[src/rtl/rx_majority_sampler.sv]
// Purpose: oversampled UART RX bit sampler; majority vote of 1/3/5 samples centred in each bit.
// Latency: sample_valid rises on the clk edge after the edge that captures the last window slot.
// Backpressure: none; one strobe per window, data_sampling_en=0 aborts a partial window.
module rx_majority_sampler #(
    parameter int PRESCALE_W = 6,
    parameter int MAX_VOTES  = 5
) (
    input  logic                  clk,
    input  logic                  rst,
    input  logic                  RX_in,
    input  logic [PRESCALE_W-1:0] prescale,
    input  logic [1:0]            vote_mode,
    input  logic                  data_sampling_en,
    input  logic [PRESCALE_W-1:0] edge_count,
    output logic                  sampled_bit,
    output logic                  sample_valid,
    output logic                  noise_flag
);

    // CW holds a vote count 0..MAX_VOTES, SW indexes a slot 0..MAX_VOTES-1
    localparam int CW = $clog2(MAX_VOTES + 1);
    localparam int SW = $clog2(MAX_VOTES);

    logic [PRESCALE_W-1:0] eff_prescale_q, eff_prescale_d;
    logic [CW-1:0]         eff_votes_q, eff_votes_d;
    logic [MAX_VOTES-1:0]  store_q, store_d;
    logic [MAX_VOTES-1:0]  capt_q, capt_d;
    logic                  fire_q, fire_d;
    logic                  sampled_bit_q, sampled_bit_d;
    logic                  sample_valid_q;
    logic                  noise_flag_q, noise_flag_d;

    logic [CW-1:0]         req_votes;
    logic [CW-1:0]         votes_m1;
    logic [PRESCALE_W-1:0] centre, half, win_lo, win_hi;
    logic                  in_win;
    logic [SW-1:0]         slot_idx, final_idx;
    logic [MAX_VOTES-1:0]  capt_base;
    logic                  capt_hit;
    logic [CW-1:0]         ones_cnt, capt_cnt;
    logic                  vote_bit, vote_noise;

    // Configuration tracks the inputs while idle and freezes for the whole time sampling is enabled;
    // demotion keeps the window inside the bit period for small prescale values
    always_comb begin
        case (vote_mode)
            2'b00:   req_votes = CW'(1);
            2'b10:   req_votes = CW'(5);
            default: req_votes = CW'(3);
        endcase
        eff_votes_d = req_votes;
        if (eff_votes_d == CW'(5) && prescale < PRESCALE_W'(8)) eff_votes_d = CW'(3);
        if (eff_votes_d == CW'(3) && prescale < PRESCALE_W'(4)) eff_votes_d = CW'(1);
        eff_prescale_d = prescale;
        if (data_sampling_en) begin
            eff_votes_d    = eff_votes_q;
            eff_prescale_d = eff_prescale_q;
        end
    end

    // Window geometry: slots C-h..C+h around the truncated bit centre, never past the bit end
    always_comb begin
        votes_m1  = eff_votes_q - CW'(1);
        centre    = eff_prescale_q >> 1;
        half      = PRESCALE_W'(votes_m1 >> 1);
        win_lo    = centre - half;
        win_hi    = centre + half;
        in_win    = (edge_count >= win_lo) && (edge_count <= win_hi) &&
                    (edge_count < eff_prescale_q);
        slot_idx  = SW'(edge_count - win_lo);
        final_idx = SW'(votes_m1);
        // edge_count=0 opens a new window, so captured bits are treated as already clear
        capt_base = (edge_count == '0) ? '0 : capt_q;
        capt_hit  = data_sampling_en && in_win && !capt_base[slot_idx];
    end

    // Sample store update: first capture per slot wins; disabling sampling drops the window
    always_comb begin
        capt_d  = capt_q;
        store_d = store_q;
        fire_d  = 1'b0;
        if (!data_sampling_en) begin
            capt_d  = '0;
            store_d = '0;
        end else begin
            capt_d = capt_base;
            if (capt_hit) begin
                capt_d[slot_idx]  = 1'b1;
                store_d[slot_idx] = RX_in;
                fire_d            = (slot_idx == final_idx);
            end
        end
    end

    // Vote over captured slots only; a short window or any disagreement raises noise
    always_comb begin
        ones_cnt = '0;
        capt_cnt = '0;
        for (int i = 0; i < MAX_VOTES; i++) begin
            ones_cnt = ones_cnt + CW'(store_q[i] & capt_q[i]);
            capt_cnt = capt_cnt + CW'(capt_q[i]);
        end
        vote_bit   = {ones_cnt, 1'b0} > {1'b0, capt_cnt};
        vote_noise = (capt_cnt != eff_votes_q) ||
                     ((ones_cnt != '0) && (ones_cnt != capt_cnt));
        sampled_bit_d = sampled_bit_q;
        noise_flag_d  = noise_flag_q;
        if (fire_q) begin
            sampled_bit_d = vote_bit;
            noise_flag_d  = vote_noise;
        end
    end

    // State registers with synchronous active-low reset
    always_ff @(posedge clk) begin
        if (!rst) begin
            eff_prescale_q <= PRESCALE_W'(8);
            eff_votes_q    <= CW'(3);
            store_q        <= '0;
            capt_q         <= '0;
            fire_q         <= 1'b0;
            sampled_bit_q  <= 1'b0;
            sample_valid_q <= 1'b0;
            noise_flag_q   <= 1'b0;
        end else begin
            eff_prescale_q <= eff_prescale_d;
            eff_votes_q    <= eff_votes_d;
            store_q        <= store_d;
            capt_q         <= capt_d;
            fire_q         <= fire_d;
            sampled_bit_q  <= sampled_bit_d;
            sample_valid_q <= fire_q;
            noise_flag_q   <= noise_flag_d;
        end
    end

    assign sampled_bit  = sampled_bit_q;
    assign sample_valid = sample_valid_q;
    assign noise_flag   = noise_flag_q;

endmodule

[config.mk]
export PLATFORM = sky130hd
export DESIGN_NAME = rx_majority_sampler
export DESIGN_NICKNAME = d
export VERILOG_FILES = /design/src/rtl/rx_majority_sampler.sv
export SDC_FILE = /design/constraint.sdc
export NUM_CORES = 1
export LEC_CHECK = 0
export BUFFER_PORTS_ARGS = -buffer_cell sky130_fd_sc_hd__buf_2
export CORE_UTILIZATION = 30
export CTS_CLUSTER_SIZE = 24
export DETAILED_ROUTE_END_ITERATION = 6
export GPL_TIMING_DRIVEN = 0
export PLACE_DENSITY = 0.49
export SETUP_SLACK_MARGIN = 0.02
export SKIP_LAST_GASP = 1
export SYNTH_ARGS = -nofsm -noshare
export SYNTH_HDL_FRONTEND = slang
export SYNTH_SLANG_ARGS = --single-unit
[constraint.sdc]
create_clock -name clk -period 10.2 [get_ports clk]
set_clock_uncertainty 0.1 [all_clocks]
set_input_delay 2.04 -clock clk [delete_from_list [all_inputs] [get_ports clk]]
set_output_delay 2.04 -clock clk [all_outputs]
set_load 0.02 [all_outputs]
==> flow_summary.toml, run 1 <==
[sta]
finalSetupTns_ps = 0
slew_headroom_pct = 53.5
slew_viol_final = 0
hold_viol = 0
fmax_mhz = 223
rsz0062_at_grt = "no"
fin_crit_sh_pct = 44.0
period_needed_ps = 4480
worstMarginPinSlew_ps = 697
finalSetupViolations = 0

[clocking]
cts.sinks = 22
clk_pin_slew_worst_paths_ps = 80
cts_buffers = 3
cts_tree = "yes"
hold_buffers = 0
post_cts_buffers = 0
ctsLongestPathBuffers = 2
root_buffer = "clkbuf_8"
cts-resized-gates = 0
clk_latency_ps = 260
cts_max_level = 1

[setup_path]
path_delay_family = "adder cells"
path_cells = "buf_2 -> inv_1 -> ha_1 -> fa_1 -> mux4_2 -> a31o_1 -> nor4b_4 -> nand4b_1 -> mux2i_1"
cp-end-kind = "register"
crit_arrival_ps = 4530
worstSetupStartpointType = "input port"
worstSetupPathType = "in2reg"
worstPathRequired_ps = 10250
path_buf_inv = 2
max_stage_delay_ps = 640
worstPathMaxFanout = 6
cp_slowest_cell = "fa_1"

[routing]
drt_iter0_markers = 42
wl_per_cell_um = 12.8
viasPerCell = 4.81
vias = 1473
drc_errors = 0
ant_nets = 0
routed_wl_mm = 3.93
drt_pre_antenna_iters = 4

[global_route]
grt_busiest_layer = "met2"
grt_pass1_vias = 1443
grt_max_degree = 13
grt_pass1_wl_mm = 6.81
grt.met3_usage_pct = 3.31
met2_usage_pct = 24.6
grt.met1_usage_pct = 17.0
grt.overflow.total = 0
antenna_found_initial = 0
grt.total_usage_pct = 13.9

[synthesis]
ys_seq_elements = 22
ys_types = 40
netlist.area_leader.share_pct = 24.1
yosysWarnings = 0
ys_seq_area_share_pct = 24.1
netlist_area_um2 = 1830
synth_top_area_cell = "dfxtp_1"
syn-num-nets = 257
avgSynthCellArea_um2 = 8.82
synth.area.top_cells = "dfxtp_1 24%, ha_1 16%, fa_1 8.8%, mux2i_1 6.0%, nand2_1 5.8%"
postSynthCellCount = 207

[worst_hold_path]
hold_class = "reg2reg"

[cells_and_area]
syn2layout_area_growth_pct = 13.6
fin_area_um2 = 2080
insertedDiodeCount = 0
final_common_cell = "nand2_1"
drive_gt1_share_pct = 13.4
nets = 282
final_cell_mix = "28 x nand2_1, 24 x inv_1, 24 x ha_1"

[floorplanning]
die_y_um = 80.0
core_area_um2 = 5890
die-area_um2 = 6410
placementRows = 28
die_width_um = 80.0
pin_count = 21
start_util_pct = 31.0

[placed_design]
place.gp.congestion = 0.830
placed_cell_area_um2 = 2020
io_buffers = 20
hpwl_mm = 3.34

[run_status]
status = "completed"

[run]
max_cap_viol_count = 0

[pwr]
p_leak_uw = 0.000908
vdd_drop_max_v = 0.0000514
p_per_area_nw_per_um2 = 105
p_total_uw = 219
-- area by class of cell --
cell class	count	area, um2
Multi-Input combinational cell	157	1280
Fill cell	642	3810
Tap cell	75	93.8
Timing Repair Buffer	20	100
Inverter	24	90.1
Clock buffer	4	55.1
Buffer	4	15.0
Sequential cell	22	440
-- Yosys cell counts --
master / number
nor4b_4: 1
a2111oi_2: 1
and2_1: 5
and2b_2: 1
a31o_1: 1
nor2_1: 5
a31o_2: 1
o21ai_0: 1
clkbuf_1: 2
a211o_1: 1
mux2i_1: 11
buf_1: 2
dfxtp_1: 22
nor2b_1: 6
nand4_1: 6
o311ai_0: 1
nor3_1: 6
or4b_2: 1
nand2b_1: 2
a211oi_1: 1
a311oi_1: 1
o211a_1: 1
a21oi_1: 13
nand3b_1: 1
xnor2_1: 6
o32a_2: 1
a31oi_1: 2
ha_1: 24
inv_1: 24
nand2_1: 28
a32oi_1: 1
mux4_2: 1
nand4b_1: 1
fa_1: 8
a21o_1: 2
nor4_1: 2
xor2_1: 5
nand3_1: 6
nor4b_1: 1
a21boi_0: 2
-- tightest hold or removal path, delay by kind of cell, from the launching register on --
kind | cells | cell delay [ps]
DFF | 1 | 310
muxes | 1 | 60
and+or+nand+nor | 1 | 50
-- power by group --
| group | leakage [uW] | switching (uW) | internal (uW) |
|---|---|---|---|
| clock network | 0.0000288 | 27.9 | 34.4 |
| logic | 0.000700 | 37.2 | 28.7 |
| registers | 0.000179 | 2.77 | 87.9 |
| total | 0.000908 | 67.9 | 151 |
-- metrics by stage --
stage               setup WS, ps  hold WS (ps)  instances  utilization [%]
floorplan                   5750           334        207                -
global placement            5420           344        302             34.3
detailed placement          5440           353        302             34.3
CTS                         5700           363        306             35.3
global route                5540           399        306             35.3
finish                      5720           359        306             35.3
-- worst paths after layout --
kind | from | end | slack [ps] | cells past startpoint
max | edge_count[0] | store_q[1] | 5720 | 9
min | store_q[3] | store_q[3] | 360 | 2
max reg2reg | eff_votes_q[1] | store_q[1] | 6600 | 9
min reg2reg | store_q[3] | store_q[3] | 360 | 2
-- layer usage --
metal	routed length (um)	part of all wire, %	up-vias
li1	-	-	766
met1	1820	46	685
met2	1940	49	18
met3	131	3.3	4
met4	39	0.99	0
met5	0	0	-
-- logic make-up (layout without fill, tap and decap cells) --
| group | count (synthesis) | after routing | share of synthesized area (%) |
|---|---|---|---|
| AO/OA/AOI/OAI | 30 | 30 | 11.4 |
| XOR/XNOR | 11 | 11 | 5.27 |
| adder cells (fa/ha/maj) | 32 | 32 | 25.2 |
| buffers and inverters | 28 | 52 | 5.75 |
| flip-flops | 22 | 22 | 24.1 |
| multiplexers | 12 | 12 | 7.26 |
| AND/OR/NAND/NOR | 72 | 72 | 21.0 |
-- state kept, by name (all words and copies together), names as in the netlist --
name / cells
capt_q: 5
eff_prescale_q: 6
eff_votes_q: 2
fire_q: 1
noise_flag: 1
sample_valid: 1
sampled_bit: 1
store_q: 5
Note: power is estimated with default switching activity, not from simulation.
==> run 2, diff against run 1 <==
--- a/config.mk
+++ b/config.mk
@@ -10,7 +10,7 @@
 export CTS_CLUSTER_SIZE = 24
 export DETAILED_ROUTE_END_ITERATION = 6
 export GPL_TIMING_DRIVEN = 0
-export PLACE_DENSITY = 0.49
+export PLACE_DENSITY = 0.5
 export SETUP_SLACK_MARGIN = 0.02
 export SKIP_LAST_GASP = 1
 export SYNTH_ARGS = -nofsm -noshare
==> constraint.sdc (replaced) <==
create_clock -name clk -period 4.1 [get_ports clk]
set_clock_uncertainty 0.1 [all_clocks]
set_input_delay 0.82 -clock clk [delete_from_list [all_inputs] [get_ports clk]]
set_output_delay 0.82 -clock clk [all_outputs]
set_load 0.02 [all_outputs]
==> flow_summary.toml, run 2 (synthesized netlist as in run 1, its figures left out) <==
[cells_and_area]
syn2layout_area_growth_pct = 14.5
final_common_cell = "nand2_1"
drive_gt1_share_pct = 13.4
largest_reg_flops = 6
nets = 282
fill_cells = 629
insertedDiodeCount = 0
top_register = "eff_prescale_q"
final_cell_mix = "28 x nand2_1, 24 x inv_1, 24 x ha_1"
reg.largest.list = "eff_prescale_q: 6 flops, capt_q: 5 flops, store_q: 5 flops"

[routing]
drt_pre_antenna_iters = 4
drc_errors = 0
vias = 1446
ant_nets = 0
routed_wl_mm = 3.97
drt_iter0_markers = 40
viasPerCell = 4.73
wl_per_cell_um = 13.0

[clocking]
root_buffer = "clkbuf_8"
cts-resized-gates = 0
cts_max_level = 1
hold_buffers = 0
cts_buffers = 3
ctsLongestPathBuffers = 2
clk_latency_ps = 260
clk_pin_slew_worst_paths_ps = 80
cts_tree = "yes"
cts.sinks = 22
post_cts_buffers = 0

[floorplanning]
die_width_um = 80.0
die_y_um = 80.0
start_util_pct = 31.0
placementRows = 28
pin_count = 21
core_area_um2 = 5890
die-area_um2 = 6410

[global_route]
grt_pass1_vias = 1457
grt_pass1_wl_mm = 6.91
antenna_found_initial = 0
grt.overflow.total = 0
grt_max_degree = 14
grt.total_usage_pct = 14.1

[setup_path]
worst_path_most_repeated_cell = "fa_1"
path_cells = "ha_1 -> inv_1 -> fa_1 -> fa_1 -> mux4_2 -> a31o_1 -> nor4b_4 -> nand4b_1 -> mux2i_1"
cp_slowest_cell = "fa_1"
worstPathRequired_ps = 4150
path_buf_inv = 1
crit_arrival_ps = 3690
worstPathMaxFanout = 6
cp-end-kind = "register"
path_delay_family = "adder cells"
max_stage_delay_ps = 690
worstSetupPathType = "reg2reg"
worstSetupStartpointType = "register"

[pwr]
pwr-share-comb_pct = 27.4
seq_power_share_pct = 38.3
p_switching_uw = 169
p_per_area_nw_per_um2 = 282
power.share.switching_pct = 28.7
vdd_drop_max_v = 0.000128
p_clk_share_pct = 34.3
p_leak_uw = 0.000915
p_int_uw = 420

[placed_design]
hpwl_mm = 3.33
place.gp.congestion = 0.777
io_buffers = 20
place_ws_ps = 506

[sta]
worstMarginPinSlew_ps = 669
period_needed_ps = 3640
fmax_mhz = 275
rsz0062_at_grt = "no"
hold_viol = 0
finalSetupViolations = 0
fin_crit_sh_pct = 88.7
slew_headroom_pct = 55.3
finalSetupTns_ps = 0
postLayoutSetupSlackWorst_ps = 463
slew_viol_final = 0
hold_slack_ps = 363

[worst_hold_path]
hold_class = "reg2reg"

[run_status]
status = "completed"

[run]
max_cap_viol_count = 0
run 2: cell types whose count changed in the layout (fill, tap and decap cells not counted):
cell       before  now
clkbuf_8        4    3
bufinv_16       0    1
run 2: routing by layer:
layer	track usage (%)	up-vias	routed length, um
met5	0	-	0
met4	2.68	0	22
met3	2.74	2	92
met2	24.7	14	1940
met1	17.8	660	1910
li1	-	770	-
run 2: worst reg2reg max path, cell delays in order (launching register included):
cell,delay (ps)
dfxtp_1,480
ha_1,200
inv_1,60
fa_1,480
fa_1,690
mux4_2,560
a31o_1,250
nor4b_4,350
nand4b_1,210
mux2i_1,150
run 2: worst paths after layout:
kind / startpoint / end / slack [ps] / cells after the start
max reg2reg: eff_votes_q[1] / store_q[1] / 460 / 9
max: eff_votes_q[1] / store_q[1] / 460 / 9
min: store_q[1] / store_q[1] / 360 / 2
min reg2reg: store_q[1] / store_q[1] / 360 / 2
run 2: per-stage QoR:
| stage | utilization (%) | power (uW) | cells | instance area (um2) |
|---|---|---|---|---|
| 6_report | 35.5 | 589 | 306 | 2090 |
| 3_3_place_gp | 34.3 | 393 | 302 | 2020 |
| 5_1_grt | 35.5 | 629 | 306 | 2090 |
| 4_1_cts | 35.5 | 596 | 306 | 2090 |
| 2_1_floorplan | - | 351 | 207 | 1830 |
| 3_5_place_dp | 34.3 | 394 | 302 | 2020 |
run 2: power by group through the flow:
stage | Clock [uW] | Sequential, uW | Combinational, uW
after floorplan | 0 | 229 | 122
after global placement | 0 | 231 | 162
after detailed placement | 0 | 231 | 163
after CTS | 207 | 226 | 163
after global routing | 218 | 227 | 184
final | 202 | 226 | 161
run 2: layout make-up:
class	count	area, um2	area share, %
plain buffers	4	15.0	0.718
clock buffers	3	41.3	1.97
clock inverters	1	30.0	1.44
inverters	24	90.1	4.31
multi-input cells	157	1280	61.2
flip-flops and latches	22	440	21.1
well taps	75	93.8	4.49
repair buffers	20	100	4.78
==> run 3, diff against run 2 <==
--- a/config.mk
+++ b/config.mk
@@ -10,7 +10,6 @@
 export CTS_CLUSTER_SIZE = 24
 export DETAILED_ROUTE_END_ITERATION = 6
 export GPL_TIMING_DRIVEN = 0
-export PLACE_DENSITY = 0.5
 export SETUP_SLACK_MARGIN = 0.02
 export SKIP_LAST_GASP = 1
 export SYNTH_ARGS = -nofsm -noshare
==> flow_summary.toml, run 3 (synthesized netlist as in run 1, its figures left out) <==
[run_status]
status = "completed"

[placed_design]
io_buffers = 20
hpwl_mm = 3.13
dp_cells = 302
place_ws_ps = 431
place.gp.congestion = 0.780

[cells_and_area]
nets = 282
largest_reg_flops = 6
utilization_pct = 35.0
reg.largest.list = "eff_prescale_q: 6 flops, capt_q: 5 flops, store_q: 5 flops"
fill_cells = 629
final_cell_mix = "28 x nand2_1, 24 x inv_1, 24 x ha_1"
multi_input_area_um2 = 1280
fin_cells = 305
syn2layout_area_growth_pct = 12.9
insertedDiodeCount = 0
final_common_cell = "nand2_1"
regArea_um2 = 440
drive_gt1_share_pct = 13.0
top_register = "eff_prescale_q"

[routing]
drt_pre_antenna_iters = 4
wl_per_cell_um = 12.2
drc_errors = 0
viasPerCell = 4.72
vias = 1441
routed_wl_mm = 3.72
drt_iter0_markers = 55
ant_nets = 0

[pwr]
p_per_area_nw_per_um2 = 251
p_leak_uw = 0.000901
vdd_drop_max_v = 0.000154

[setup_path]
worstSetupStartpointType = "register"
r2r_start = "eff_votes_q[1]"
worstPathRequired_ps = 4150
worstPathMaxFanout = 6
cp-end-kind = "register"
crit_path_start = "eff_votes_q[1]"
worstSetupPathType = "reg2reg"
crit_arrival_ps = 3710

[clocking]
clk_latency_ps = 260
cts_buffers = 3
post_cts_buffers = 0
root_buffer = "clkbuf_8"
cts-resized-gates = 0
cts_max_level = 1
cts_tree = "yes"
ctsLongestPathBuffers = 2
hold_buffers = 0
cts.sinks = 22
clk_pin_slew_worst_paths_ps = 70

[worst_hold_path]
hold_start = "store_q[4]"
hold_class = "reg2reg"

[global_route]
antenna_found_initial = 0
grt_pass1_vias = 1444
grt_max_degree = 12
grt.overflow.total = 0
grt_pass1_wl_mm = 6.61
grt.total_usage_pct = 13.2

[floorplanning]
start_util_pct = 31.0
die-area_um2 = 6410
placementRows = 28
pin_count = 21
core_area_um2 = 5890
die_width_um = 80.0
die_y_um = 80.0

[run]
max_cap_viol_count = 0

[sta]
period_needed_ps = 3660
hold_slack_ps = 364
rsz0062_at_grt = "no"
postLayoutSetupSlackWorst_ps = 439
slew_headroom_pct = 57.0
finalSetupViolations = 0
hold_viol = 0
fin_crit_sh_pct = 89.3
fmax_mhz = 273
finalSetupTns_ps = 0
worstMarginPinSlew_ps = 644
slew_viol_final = 0
-- run 3: cell count changes in the layout (fill, tap and decap cells not counted) --
| cell | previous run | this run |
|---|---|---|
| bufinv_16 | 1 | 0 |
-- run 3: worst paths after layout --
path                              endpoint  slack, ps  cells past startpoint
worst min-delay path            store_q[4]        360                      2
worst min register to register  store_q[4]        360                      2
worst max register to register  store_q[1]        440                      9
worst max-delay path            store_q[1]        440                      9
-- run 3: critical path: stages, from the launching register on --
cell and delay, ps:
dfxtp_1 490, ha_1 210, inv_1 60, fa_1 490, fa_1 680, mux4_2 550, a31o_1 250, nor4b_4 340
nand4b_1 210, mux2i_1 160
-- run 3: cell type report --
cell class | instances | area share [%]
multi-input combinational | 157 | 62.1
clock buffer | 3 | 2.00
buffer | 4 | 0.728
inverter | 24 | 4.37
timing repair buffer | 20 | 4.85
tap | 75 | 4.55
sequential | 22 | 21.4
-- run 3: routing by layer --
layer	GRT usage (%)	up-vias	part of all wire [%]
li1	-	765	-
met1	16.4	655	49
met2	23.7	19	48
met3	2.86	2	2.5
met4	1.61	0	0.30
met5	0	-	0
-- run 3: through the flow --
| step | area (um2) | power, uW |
|---|---|---|
| 2_1_floorplan | 1830 | 351 |
| 3_3_place_gp | 2020 | 390 |
| 3_5_place_dp | 2020 | 393 |
| 4_1_cts | 2060 | 526 |
| 5_1_grt | 2060 | 557 |
| 6_report | 2060 | 517 |
-- run 3: power breakdown --
| group | internal [uW] | leakage, uW | total, uW | switching (uW) |
|---|---|---|---|---|
| Combinational | 71.4 | 0.000700 | 161 | 89.4 |
| Sequential | 219 | 0.000179 | 226 | 7.10 |
| Clock | 65.5 | 0.0000216 | 130 | 65.0 |
| Total | 356 | 0.000901 | 517 | 162 |
